## src/rtl/pwm16bits_gate_out.sv

```systemverilog
// Final gate-drive stage: per-leg dead-time FSMs, mask gating and latched fault shutdown
// producing complementary high/low gate signals for NLEGS half-bridge legs.
module pwm16bits_gate_out #(
    parameter int unsigned NLEGS = 16,
    parameter int unsigned DTW   = 8
) (
    input  logic               clk,
    input  logic               rst,
    input  logic               ce,
    input  logic [NLEGS-1:0]   pwm_in,
    input  logic [2*NLEGS-1:0] mask_in,
    input  logic [DTW-1:0]     dt,
    input  logic               fault,
    input  logic               fault_clr,
    output logic [2*NLEGS-1:0] gate_out,
    output logic [NLEGS-1:0]   dead_active,
    output logic               fault_active
);

    typedef enum logic [1:0] {StDead, StHigh, StLow} leg_state_e;

    leg_state_e         state_q [NLEGS];
    leg_state_e         state_d [NLEGS];
    logic [DTW-1:0]     cnt_q   [NLEGS];
    logic [DTW-1:0]     cnt_d   [NLEGS];
    logic [NLEGS-1:0]   target_q, target_d;
    logic [2*NLEGS-1:0] gate_q, gate_d;
    logic               fault_active_q, fault_active_d;

    always_comb begin
        fault_active_d = fault_active_q;
        if (fault) begin
            fault_active_d = 1'b1;
        end else if (fault_clr) begin
            fault_active_d = 1'b0;
        end
    end

    always_comb begin
        target_d = target_q;
        gate_d   = '0;
        for (int i = 0; i < NLEGS; i++) begin
            state_d[i] = state_q[i];
            cnt_d[i]   = cnt_q[i];
            if (fault_active_q) begin
                // Held in DEAD so a full dead time follows the fault clear.
                state_d[i]  = StDead;
                cnt_d[i]    = dt;
                target_d[i] = pwm_in[i];
            end else if (ce) begin
                unique case (state_q[i])
                    StHigh: begin
                        if (!pwm_in[i]) begin
                            state_d[i]  = StDead;
                            cnt_d[i]    = dt;
                            target_d[i] = 1'b0;
                        end
                    end
                    StLow: begin
                        if (pwm_in[i]) begin
                            state_d[i]  = StDead;
                            cnt_d[i]    = dt;
                            target_d[i] = 1'b1;
                        end
                    end
                    StDead: begin
                        // A pwm change inside the dead time restarts it: short pulses vanish.
                        if (pwm_in[i] != target_q[i]) begin
                            target_d[i] = pwm_in[i];
                            cnt_d[i]    = dt;
                        end else if (cnt_q[i] == '0) begin
                            state_d[i] = target_q[i] ? StHigh : StLow;
                        end else begin
                            cnt_d[i] = cnt_q[i] - DTW'(1);
                        end
                    end
                    default: begin
                        state_d[i]  = StDead;
                        cnt_d[i]    = dt;
                        target_d[i] = pwm_in[i];
                    end
                endcase
            end
            gate_d[2*i]   = (state_q[i] == StHigh) && mask_in[2*i] && !fault_active_q && !fault;
            gate_d[2*i+1] = (state_q[i] == StLow) && mask_in[2*i+1] && !fault_active_q && !fault;
        end
    end

    always_ff @(posedge clk) begin
        if (rst) begin
            for (int i = 0; i < NLEGS; i++) begin
                state_q[i] <= StDead;
                cnt_q[i]   <= dt;
            end
            target_q       <= pwm_in;
            gate_q         <= '0;
            fault_active_q <= 1'b0;
        end else begin
            for (int i = 0; i < NLEGS; i++) begin
                state_q[i] <= state_d[i];
                cnt_q[i]   <= cnt_d[i];
            end
            target_q       <= target_d;
            gate_q         <= gate_d;
            fault_active_q <= fault_active_d;
        end
    end

    always_comb begin
        for (int i = 0; i < NLEGS; i++) begin
            dead_active[i] = (state_q[i] == StDead);
        end
    end

    assign gate_out     = gate_q;
    assign fault_active = fault_active_q;

endmodule

```

## config.mk

```make
export PLATFORM = sky130hd
export DESIGN_NAME = pwm16bits_gate_out
export DESIGN_NICKNAME = d
export VERILOG_FILES = /design/src/rtl/pwm16bits_gate_out.sv
export SDC_FILE = /design/constraint.sdc
export NUM_CORES = 1
export LEC_CHECK = 0
export CAP_MARGIN = 0
export CORE_UTILIZATION = 40
export CTS_CLUSTER_DIAMETER = 40
export CTS_CLUSTER_SIZE = 16
export DETAILED_ROUTE_END_ITERATION = 6
export GPL_TIMING_DRIVEN = 0
export PLACE_DENSITY = 0.69
export SYNTH_ARGS = -nofsm -noshare
export SYNTH_HDL_FRONTEND = slang
export SYNTH_SLANG_ARGS = --single-unit
```

## constraint.sdc

```tcl
create_clock -name clk -period 2.5 [get_ports clk]
set_clock_uncertainty 0.2 [all_clocks]
set_input_delay 0.5 -clock clk [delete_from_list [all_inputs] [get_ports clk]]
set_output_delay 0.5 -clock clk [all_outputs]
set_load 0.02 [all_outputs]
```

; Word-level counts from Yosys, hierarchy flattened
; Memories as Yosys holds them, arrays and structs flattened.
; Cells that the tools add are included.
[totals]
ff_bits = 49
mem_bits_rw = 160
word_cells = 686
n_memories = 2
[mem_list]
columns = name, words, word_bits, rd, rd_clocked_by_memory_dff, wr, line_no
row1 = cnt_q, 16, 8, 16, 0, 16, 24  ; logic [DTW-1:0] cnt_q [NLEGS];
row2 = state_q, 16, 2, 16, 0, 16, 22  ; leg_state_e state_q [NLEGS];
[op_classes]
add_sub_neg = 16
n_eq_ne = 96
muxes = 374
bitwise = 32
n_reduce_logical = 148
[ops]
columns = operator, n
row1 = 8-bit two-way mux, 112
row2 = 8-bit case mux with 3 select lines, 16
row3 = 2-bit two-way mux, 128
row4 = 8-bit zero test, 16
row5 = "4-bit inequality test, second input constant", 32
row6 = "8-bit by 1-bit subtractor with 8-bit output, second input constant", 16
row7 = 1-bit logical AND, 96
row8 = 2-bit case mux with 3 select lines, 16
row9 = 1-bit two-way mux, 85
row10 = "4-bit by 2-bit inequality test with 1-bit output, second input constant", 16
row11 = 4-bit AND reduction, 16
row12 = 1-bit case mux with 3 select lines, 16
row13 = "2-bit by 1-bit == test with 1-bit output, second input constant", 16
row14 = "2-bit == test, second input constant", 16
row15 = 2-bit zero test, 16
row16 = 1-bit bitwise OR, 32
row17 = 16-bit two-way mux, 1
row18 = 1-bit inequality test, 16
row19 = 3-bit nonzero test, 1
row20 = 1-bit zero test, 2
row21 = 2-bit nonzero test, 1

; Logic depth before layout (Yosys ltp)
; Gate-level depths: netlist of run 1.
[depth]
ltp_word = 7
mapped_depth = 6
mapped_depth_nobuf = 6

; Worst setup path after synthesis of run 1
; OpenSTA, ideal clock, no wires.
[synth_path]
path_kind = input to register
from = input port rst
to = memory cnt_q[6][0], in the netlist cnt_q[0][48], enable pin
setup_time_ps = 357
arrival_time_ps = 1635
t_required_ps = 1943
slack_ps = 308
stages = 4
path_buffers = 2
cell_sequence = nor2_2 > clkbuf_1 > clkbuf_1 > o21ai_0
[synth_lines]
columns = item, line_no
row1 = start: declaration, 8  ; input logic rst,
row2 = end: declaration, 24

; Final worst setup path of run 1
[layout_path]
from = input port rst
to = register target_q[4], enable pin
[layout_between]
elab_chain_len = 2
[layout_lines]
columns = item, line_no
row1 = "4-bit by 2-bit inequality test with 1-bit output (no line), or another cell as far along", --
row2 = 4-bit AND reduction (no line) (*), --
row3 = end signal: assignment, 95  ; target_q <= pwm_in;
row4 = end signal: assignment, 103  ; target_q <= target_d;
row5 = end: declaration, 26  ; logic [NLEGS-1:0] target_q, target_d;
; Every way passes the cells marked *; elsewhere a longest branch is shown, timed or not.
; A chain may end at the register's enable or synchronous reset.

==> flow_summary_export.csv, run 1 <==
group,metric,value,unit
global_routing,gr-total-overflow,0,
clock_tree,cts_max_path_buffers,3,
clock_tree,cts_tree,"yes",
final_layout,antennaDiodeCount,0,
pwr,p_leak,5.531,nW
worst_setup_path,reg2reg_to,"cnt_q[1][42]",
die,io_pins,110,
sta,finalSetupViolations,0,
clock_tree,clock_sink_count,209,
worst_setup_path,reg2reg_depth,6,
yosys,seq_area_frac_synth,47.82,%
hold_path,holdPathStages,2,
yosys,yosys_warnings,0,
clock_tree,cts_hold_buf,0,
yosys,ys_types,43,
run,drv_cap,0,
worst_setup_path,r2r_setup_slack,200,ps
final_layout,final_area,14450,um^2
die,fp-row-count,62,
pwr,p_total,10.38,mW
place,placedCellCount,1707,
route,viasPerCell,5.319,
die,initial_core_util,40.87,%
global_routing,track_usage,20.22,%
place,dp_hpwl,20640,um
sta,layout_min_cycle_time,2399,ps
place,place_area,13260,um^2
place,numPortBuffers,101,
die,die_y,173.5,um
sta,finalHoldViolations,0,
sta,max_slew_margin,29.95,%
yosys,synth_ff_type,"edfxtp_1",
yosys,synth-seq-cells,209,
global_routing,grt_pass1_vias,9118,
route,drc,0,
die,die_w,173.5,um
clock_tree,htree_num_levels,2,
route,wl_per_cell,17.07,um
clock_tree,clkLatencyLatePin,520,ps
worst_setup_path,rr_startpoint,"cnt_q[1][40]",
yosys,async_reset_ff_share,0,%
final_layout,area_growth,22.81,%
route,drt_iter0_markers,821,
sta,rsz0062_at_grt,"false",
clock_tree,cts-root-buf,"clkbuf_16",
final_layout,num-fill-cells,2546,
hold_path,holdCritPathClass,"reg -> reg",
die,dieArea,30100,um^2
worst_setup_path,arrival,2430,ps
sta,maxSlewViolCount,0,
worst_setup_path,crit_path_start_kind,"primary input",
route,first_pass_iters,5,
final_layout,final_nets,1490,
route,dr_total_vias,9452,
final_layout,drive_above_1_share,7.538,%
yosys,netlist_area,11760,um^2
yosys,avgSynthCellArea,9.627,um^2
pwr,irDropWorstVdd,0.4150,mV
clock_tree,path_clk_slew,50,ps
worst_setup_path,critPathKind,"in -> reg",
sta,holdWs,306.1,ps
route,ant_nets,0,
global_routing,grt_max_degree,15,
yosys,syn_nets,1347,
worst_setup_path,end_kind,"flop",
sta,fmax,416.9,MHz
clock_tree,cts_buffers,36,
place,gp_congestion,0.8307,
sta,worst_slew_pin_slew,1051,ps
yosys,syn_inst,1222,
worst_setup_path,crit_required,2530,ps
pwr,power.density,718.5,nW/um^2
status,outcome,"completed",
yosys,synth_edf_count,144,
worst_setup_path,critical_path.max_fanout,10,
hold_path,worstHoldEndpoint,"state_q[1][3]",
route,wl,30340,um
hold_path,hold_start,"state_q[1][3]",
die,coreArea,28780,um^2
global_routing,antenna_found_initial,0,
global_routing,grt_pass1_wl,48370,um
final_layout,final_cell_count_no_fill,1777,
sta,post-route-period-util,95.96,%
## routing by layer
metal	share of wire, %	wire length (um)	global-route usage (%)
met1	43	13050	26.47
met2	47	14310	33.28
met5	0	0	0
met4	3.0	920	7.559
met3	6.8	2064	3.640
## synth_stat cells, drive strengths merged, types with 16 or more instances
master | n | area (um^2)
dfxtp | 65 | 1301
xor2 | 36 | 315.3
clkbuf | 34 | 127.6
xnor2 | 72 | 630.6
mux2i | 16 | 160.2
inv | 76 | 285.3
and3 | 32 | 200.2
edfxtp | 144 | 4324
mux2 | 16 | 180.2
ha | 64 | 800.8
nor2 | 42 | 160.2
nand2 | 239 | 897.1
a21boi | 16 | 120.1
nand3 | 36 | 180.2
o21ai | 136 | 680.7
a31oi | 32 | 200.2
nor3 | 18 | 95.09
## state kept, by name, summed over array words and instances (netlist names)
signal / flops
cnt_q: 128
fault_active: 1
gate_out: 32
state_q: 32
target_q: 16
## repair_timing
action / 4_1_cts / 5_1_grt
endpoints found under the setup margin: 258 / 124
hold endpoints to repair: 0 / 0
setup buffers: 0 / 4
pin swaps: 0 / 1
cloned: 0 / 0
gates resized for setup: 34 / 6
## cell type report
cell class	count	area [um^2]	area share, %
repair buffers	105	1021	7.067
inverters	76	285.3	1.975
flip-flops and latches	209	5625	38.94
multi-input cells	890	5683	39.33
plain buffers	47	201.4	1.394
clock buffers	40	937.1	6.487
well taps	384	480.5	3.326
clock inverters	26	214.0	1.481
## placed cells by master, fill, tap and decap left out, types with 11 or more instances in the layout
cell,Yosys,final
nor4_1,11,11
a21boi_0,16,16
clkbuf_1,34,29
edfxtp_1,144,144
nand2_1,239,238
dfxtp_1,65,65
nor3_1,17,17
ha_1,64,64
inv_1,76,76
dlygate4sd2_1,0,16
nand4b_1,11,11
o21ai_0,136,128
nand4_1,13,13
a31oi_1,32,32
xnor2_1,72,72
nand3_1,36,36
clkdlybuf4s50_1,0,85
nor2_1,41,41
or4_1,12,12
buf_1,11,12
mux2i_1,16,16
and3_1,32,32
clkbuf_16,0,37
nand3b_1,14,14
mux2_2,16,16
xor2_1,36,36
## power breakdown
group          internal, mW  switching [mW]
logic                 0.552           0.722
clock network          2.87            1.84
registers              4.10           0.291
total                  7.52            2.86
## stage by stage
| stage | util [%] | TNS [ps] | setup slack [ps] |
|---|---|---|---|
| 2_1_floorplan | - | 0 | 307.7 |
| 3_3_place_gp | 46.06 | -283600 | -1653 |
| 3_5_place_dp | 46.06 | -291170 | -1667 |
| 4_1_cts | 50.06 | 0 | 9.655 |
| 5_1_grt | 50.20 | 0 | 1.325 |
| 6_report | 50.20 | 0 | 101.1 |
## worst max-delay path by stage
stage,start,to,depth (start not counted)
floorplan,rst,cnt_q[0][48],4
global placement,rst,cnt_q[0][49],5
detailed placement,rst,cnt_q[0][56],5
CTS,rst,target_q[4],5
global route,rst,gate_out[11],6
finish,rst,target_q[4],5
## critical path: stages
cell	delay, ps
clkdlybuf4s50_1	470
nor2_4	280
clkbuf_2	510
clkbuf_2	450
a21boi_0	200
## kinds of logic after synthesis
kind of cell,Yosys count,share of synthesized area [%]
and+or+nand+nor,489,21.13
DFF,209,47.82
buffers and inverters,123,3.967
AOI/OAI and AO/OA,197,9.338
xor gates and xnor gates,108,8.041
muxes,32,2.893
adders and majority gates,64,6.807
Power figures use the tool's default switching activity.
==> inputs of run 2 (changes only) <==
Settings changed: CTS_CLUSTER_DIAMETER 40 to 80.
==> run 2 against run 1 <==
Register-to-register slack is essentially flat. Total power is 21% lower. Sequential cell count stayed put. Critical path depth increased by 2. Maximum frequency is 0.81% lower. Hold slack improved by 4.1 ps. First-iteration DRC count is 0.97% higher. Die area stayed put. Non-clock buffer count down 1. Worst setup slack lost 20 ps. Final area is 4.6% lower.
==> flow_summary_export.csv, run 2 (synthesized netlist as in run 1, its figures left out) <==
group,metric,value,unit
route,wl_per_cell,17.06,um
worst_setup_path,arrival,2440,ps
worst_setup_path,end_kind,"flop",
final_layout,final_nets,1470,
sta,maxSlewViolCount,0,
final_layout,antennaDiodeCount,0,
pwr,clkPwrFrac,31.1,%
final_layout,drive_above_1_share,5.018,%
final_layout,seq_area,5625,um^2
hold_path,holdPathStages,2,
die,io_pins,110,
clock_tree,cts_tree,"yes",
worst_setup_path,crit_required,2520,ps
final_layout,top_register,"cnt_q",
route,wl_met1,13010,um
worst_setup_path,reg2reg_depth,6,
route,wl_met3,1735,um
pwr,power_frac_comb,15.5,%
die,coreArea,28780,um^2
sta,fmax,413.5,MHz
route,dr_total_vias,9280,
pwr,p_int,5.930,mW
route,top_layer,"met4",
pwr,p_sw_share,27.71,%
worst_setup_path,critPathKind,"in -> reg",
clock_tree,cts_max_path_buffers,3,
final_layout,num-fill-cells,2616,
pwr,seq_power_share,53.4,%
global_routing,grt_pass1_vias,8934,
sta,rsz0062_at_grt,"false",
worst_setup_path,slowest_stage,"clkdlybuf4s50_1",
pwr,power.switching,2.274,mW
sta,post-route-period-util,96.74,%
route,first_pass_iters,7,
route,drt_iter0_markers,829,
place,dp_hpwl,20640,um
final_layout,multi_input_area,5690,um^2
route,ant_nets,0,
status,outcome,"completed",
pwr,p_leak,5.191,nW
global_routing,antenna_found_initial,0,
die,dieArea,30100,um^2
sta,finalHoldViolations,0,
final_layout,utilization,47.89,%
global_routing,gr-total-overflow,0,
final_layout,layout_common_cells,"235 x nand2_1, 144 x edfxtp_1, 128 x o21ai_0",
die,fp-row-count,62,
clock_tree,clock_sink_count,209,
sta,layout_min_cycle_time,2419,ps
hold_path,holdCritPathClass,"reg -> reg",
pwr,power.density,595.2,nW/um^2
place,gp_congestion,0.8307,
final_layout,mostFrequentLayoutCell,"nand2_1",
route,viasPerCell,5.336,
worst_setup_path,slowest_delay,470,ps
sta,max_slew_margin,31.99,%
clock_tree,cts-root-buf,"clkbuf_16",
place,placedCellCount,1707,
clock_tree,htree_num_levels,1,
clock_tree,cts_buffers,17,
die,die_y,173.5,um
final_layout,final_cell_count_no_fill,1739,
worst_setup_path,cp_cell_sequence,"clkdlybuf4s50_1 -> nor2_4 -> buf_4 -> nand3_1 -> clkbuf_1 -> nand2_1 -> o21ai_0",
route,wl,29670,um
worst_setup_path,crit_path_start_kind,"primary input",
pwr,irDropWorstVdd,0.3572,mV
global_routing,track_usage,19.79,%
global_routing,grt_max_degree,18,
clock_tree,clkLatencyLatePin,490,ps
die,die_w,173.5,um
place,numPortBuffers,101,
sta,worst_slew_pin_slew,1020,ps
clock_tree,path_clk_slew,70,ps
final_layout,largest_reg_flops,128,
final_layout,area_growth,17.16,%
die,initial_core_util,40.87,%
sta,finalSetupViolations,0,
route,met2_length,14100,um
run,drv_cap,0,
global_routing,grt_pass1_wl,47690,um
clock_tree,cts_hold_buf,0,
worst_setup_path,critical_path.max_fanout,10,
route,drc,0,
==> run 2: changes by cell type in the layout (fill, tap and decap cells not counted), sizes merged <==
cell	change
buf	-2
bufinv	-1
clkbuf	-12
clkinv	-14
inv	-9
==> run 2: path summary, 6_finish.rpt <==
| kind | startpoint | to | slack (ps) |
|---|---|---|---|
| max | rst | cnt_q[0][8] | 80 |
| min | state_q[0][7] | state_q[0][7] | 310 |
| min reg2reg | state_q[0][7] | state_q[0][7] | 310 |
| max reg2reg | fault_active | cnt_q[0][8] | 200 |
==> run 2: final cells by class <==
type	instances	share of cell area (%)
plain buffers	47	1.489
clock inverters	2	0.1362
clock buffers	27	3.359
flip-flops and latches	209	40.82
multi-input cells	890	41.29
repair buffers	104	7.354
well taps	384	3.486
inverters	76	2.070
==> run 2: timing repair <==
action,CTS,global route
endpoints found under the setup margin,263,145
buffers inserted,0,3
resized for setup,35,10
hold endpoints to repair,0,0
pin swaps,0,0
==> run 2: power by group through the flow <==
stage	registers (mW)	clock network [mW]	logic, mW
after floorplan	4.39	0	0.866
after global placement	4.44	0	1.21
after detailed placement	4.45	0	1.25
after CTS	4.38	2.61	1.27
after global routing	4.43	2.73	1.43
final	4.38	2.55	1.27
==> run 2: worst max-delay path: cells and delay by family <==
family                 cells  cell delay, ps
AOI/OAI and AO/OA          1             100
and+or+nand+nor            3             720
buffers and inverters      3            1100
==> run 2: layer usage <==
metal	GRT usage (%)	vias up
li1	-	4534
met2	33.10	272
met3	2.039	49
met5	0	-
met1	26.77	4425
met4	6.563	0
==> run 2: metrics by stage <==
| step | setup slack, ps | TNS [ps] | cell area (um^2) | hold WS (ps) | power [mW] |
|---|---|---|---|---|---|
| after CTS | 25.03 | 0 | 13740 | 313.4 | 8.256 |
| after global routing | 19.12 | 0 | 13780 | 324.3 | 8.593 |
| after floorplan | 307.7 | 0 | 11760 | 275.8 | 5.251 |
| after detailed placement | -1667 | -291170 | 13260 | 303.3 | 5.704 |
| final | 81.41 | 0 | 13780 | 310.2 | 8.204 |
| after global placement | -1653 | -283600 | 13260 | 290.8 | 5.653 |
==> inputs of run 3 (changes only) <==
Settings changed: PLACE_DENSITY 0.69 to 0.68.
==> run 3 against run 2 <==
Global-route usage rose by 0.10 points. Core utilization is 0.13 points higher. Combinational power barely moved. First-iteration DRC count decreased by 5.5%. Maximum frequency down 0.30%. Clock power up 2%. Critical path type unchanged. Critical endpoint is now cnt_q[0][57]. Largest power group unchanged.
==> flow_summary_export.csv, run 3 (synthesized netlist as in run 1, its figures left out) <==
group,metric,value,unit
sta,holdWs,312.1,ps
sta,maxSlewViolCount,0,
clock_tree,cts-root-buf,"clkbuf_16",
clock_tree,cts_hold_buf,0,
die,dieArea,30100,um^2
final_layout,final_area,13820,um^2
final_layout,final_nets,1470,
route,dr_total_vias,9336,
clock_tree,cts_buffers,17,
hold_path,holdCritPathClass,"reg -> reg",
final_layout,top_register,"cnt_q",
place,gp_congestion,0.8135,
clock_tree,clock_sink_count,209,
die,io_pins,110,
worst_setup_path,critPathKind,"in -> reg",
clock_tree,clkLatencyLatePin,510,ps
worst_setup_path,arrival,2400,ps
final_layout,num-fill-cells,2631,
place,place_area,13260,um^2
final_layout,utilization,48.01,%
worst_setup_path,crit_path_start_kind,"primary input",
route,viasPerCell,5.366,
final_layout,final_cell_count_no_fill,1740,
final_layout,largest_reg_flops,128,
final_layout,mostFrequentLayoutCell,"nand2_1",
die,initial_core_util,40.87,%
status,outcome,"completed",
pwr,power.density,598.2,nW/um^2
sta,max_slew_margin,31.50,%
sta,post-route-period-util,97.03,%
place,dp_hpwl,20730,um
global_routing,grt_max_degree,18,
global_routing,gr-total-overflow,0,
route,first_pass_iters,5,
pwr,irDropWorstVdd,0.3713,mV
final_layout,drive_above_1_share,5.531,%
worst_setup_path,end_kind,"flop",
sta,finalSetupViolations,0,
sta,rsz0062_at_grt,"false",
sta,worst_slew_pin_slew,1028,ps
sta,fmax,412.2,MHz
worst_setup_path,cp_cell_sequence,"clkdlybuf4s50_1 -> nor2_4 -> buf_12 -> clkbuf_4 -> clkbuf_4 -> o21ai_1",
worst_setup_path,critical_path.max_fanout,10,
die,fp-row-count,62,
route,wl_per_cell,17.32,um
final_layout,antennaDiodeCount,0,
sta,finalHoldViolations,0,
route,drc,0,
pwr,p_leak,5.203,nW
worst_setup_path,slowest_delay,470,ps
die,die_y,173.5,um
global_routing,grt_pass1_wl,47660,um
global_routing,antenna_found_initial,1,
clock_tree,cts_max_path_buffers,3,
global_routing,grt_pass1_vias,8879,
worst_setup_path,crit_buf_inv,4,
worst_setup_path,crit_top_cell,"clkbuf_4",
worst_setup_path,r2r_setup_slack,200,ps
sta,finalSetupTns,0,ps
run,drv_cap,0,
sta,layout_min_cycle_time,2426,ps
place,placedCellCount,1707,
die,die_w,173.5,um
global_routing,track_usage,19.89,%
worst_setup_path,slowest_stage,"clkdlybuf4s50_1",
worst_setup_path,crit_required,2480,ps
final_layout,layout_common_cells,"232 x nand2_1, 144 x edfxtp_1, 128 x o21ai_0",
clock_tree,path_clk_slew,80,ps
final_layout,area_growth,17.46,%
route,ant_nets,0,
die,coreArea,28780,um^2
route,wl,30140,um
clock_tree,cts_tree,"yes",
clock_tree,htree_num_levels,1,
worst_setup_path,crit_family,"buffers and inverters",
route,drt_iter0_markers,783,
place,numPortBuffers,101,
-- run 3: changes by cell type in the layout (fill, tap and decap cells not counted), moves of 2 or more --
cell     before  now
nand2_2       4    7
o21ai_1       8    6
nand2_1     235  232
o21ai_2       0    2
-- run 3: what timing repair did --
| item | CTS | global route |
|---|---|---|
| setup buffers | 0 | 3 |
| pin swaps | 0 | 1 |
| setup endpoints to repair | 269 | 136 |
| resized for setup | 39 | 10 |
-- run 3: metal layers --
layer | share of wire, % | routed length [um] | GRT usage [%]
met5 | 0 | 0 | 0
met4 | 2.5 | 767 | 6.600
met3 | 5.5 | 1667 | 2.632
met2 | 48 | 14420 | 33.60
met1 | 44 | 13290 | 26.24
-- run 3: layout make-up --
class / count / area, um^2 / share of cell area (%)
flip-flops and latches: 209 / 5625 / 40.71
well taps: 384 / 480.5 / 3.477
multi-input cells: 890 / 5708 / 41.31
clock inverters: 3 / 28.78 / 0.2083
inverters: 76 / 285.3 / 2.064
repair buffers: 104 / 1026 / 7.425
clock buffers: 27 / 462.9 / 3.350
plain buffers: 47 / 201.4 / 1.458
-- run 3: path summary, 6_finish.rpt --
check	from	endpoint	cells after the start
setup reg to reg	cnt_q[1][40]	cnt_q[1][41]	6
hold / removal	state_q[0][2]	state_q[0][2]	2
setup / recovery	rst	cnt_q[0][57]	6
hold reg to reg	state_q[0][2]	state_q[0][2]	2
-- run 3: tightest hold or removal path, stage by stage, from the launching register on --
cell and delay, ps:
dfxtp_1 340, nand2_1 60, a31oi_1 60
-- run 3: power by group --
part | switching, mW | internal [mW]
combinational | 0.722 | 0.554
sequential | 0.295 | 4.09
clock | 1.31 | 1.30
-- run 3: metrics by stage --
step	total power [mW]	setup WS [ps]
after global placement	5.654	-1700
after detailed placement	5.705	-1683
after global routing	8.624	1.338
after floorplan	5.251	307.7
final	8.266	74.13
after CTS	8.300	7.798
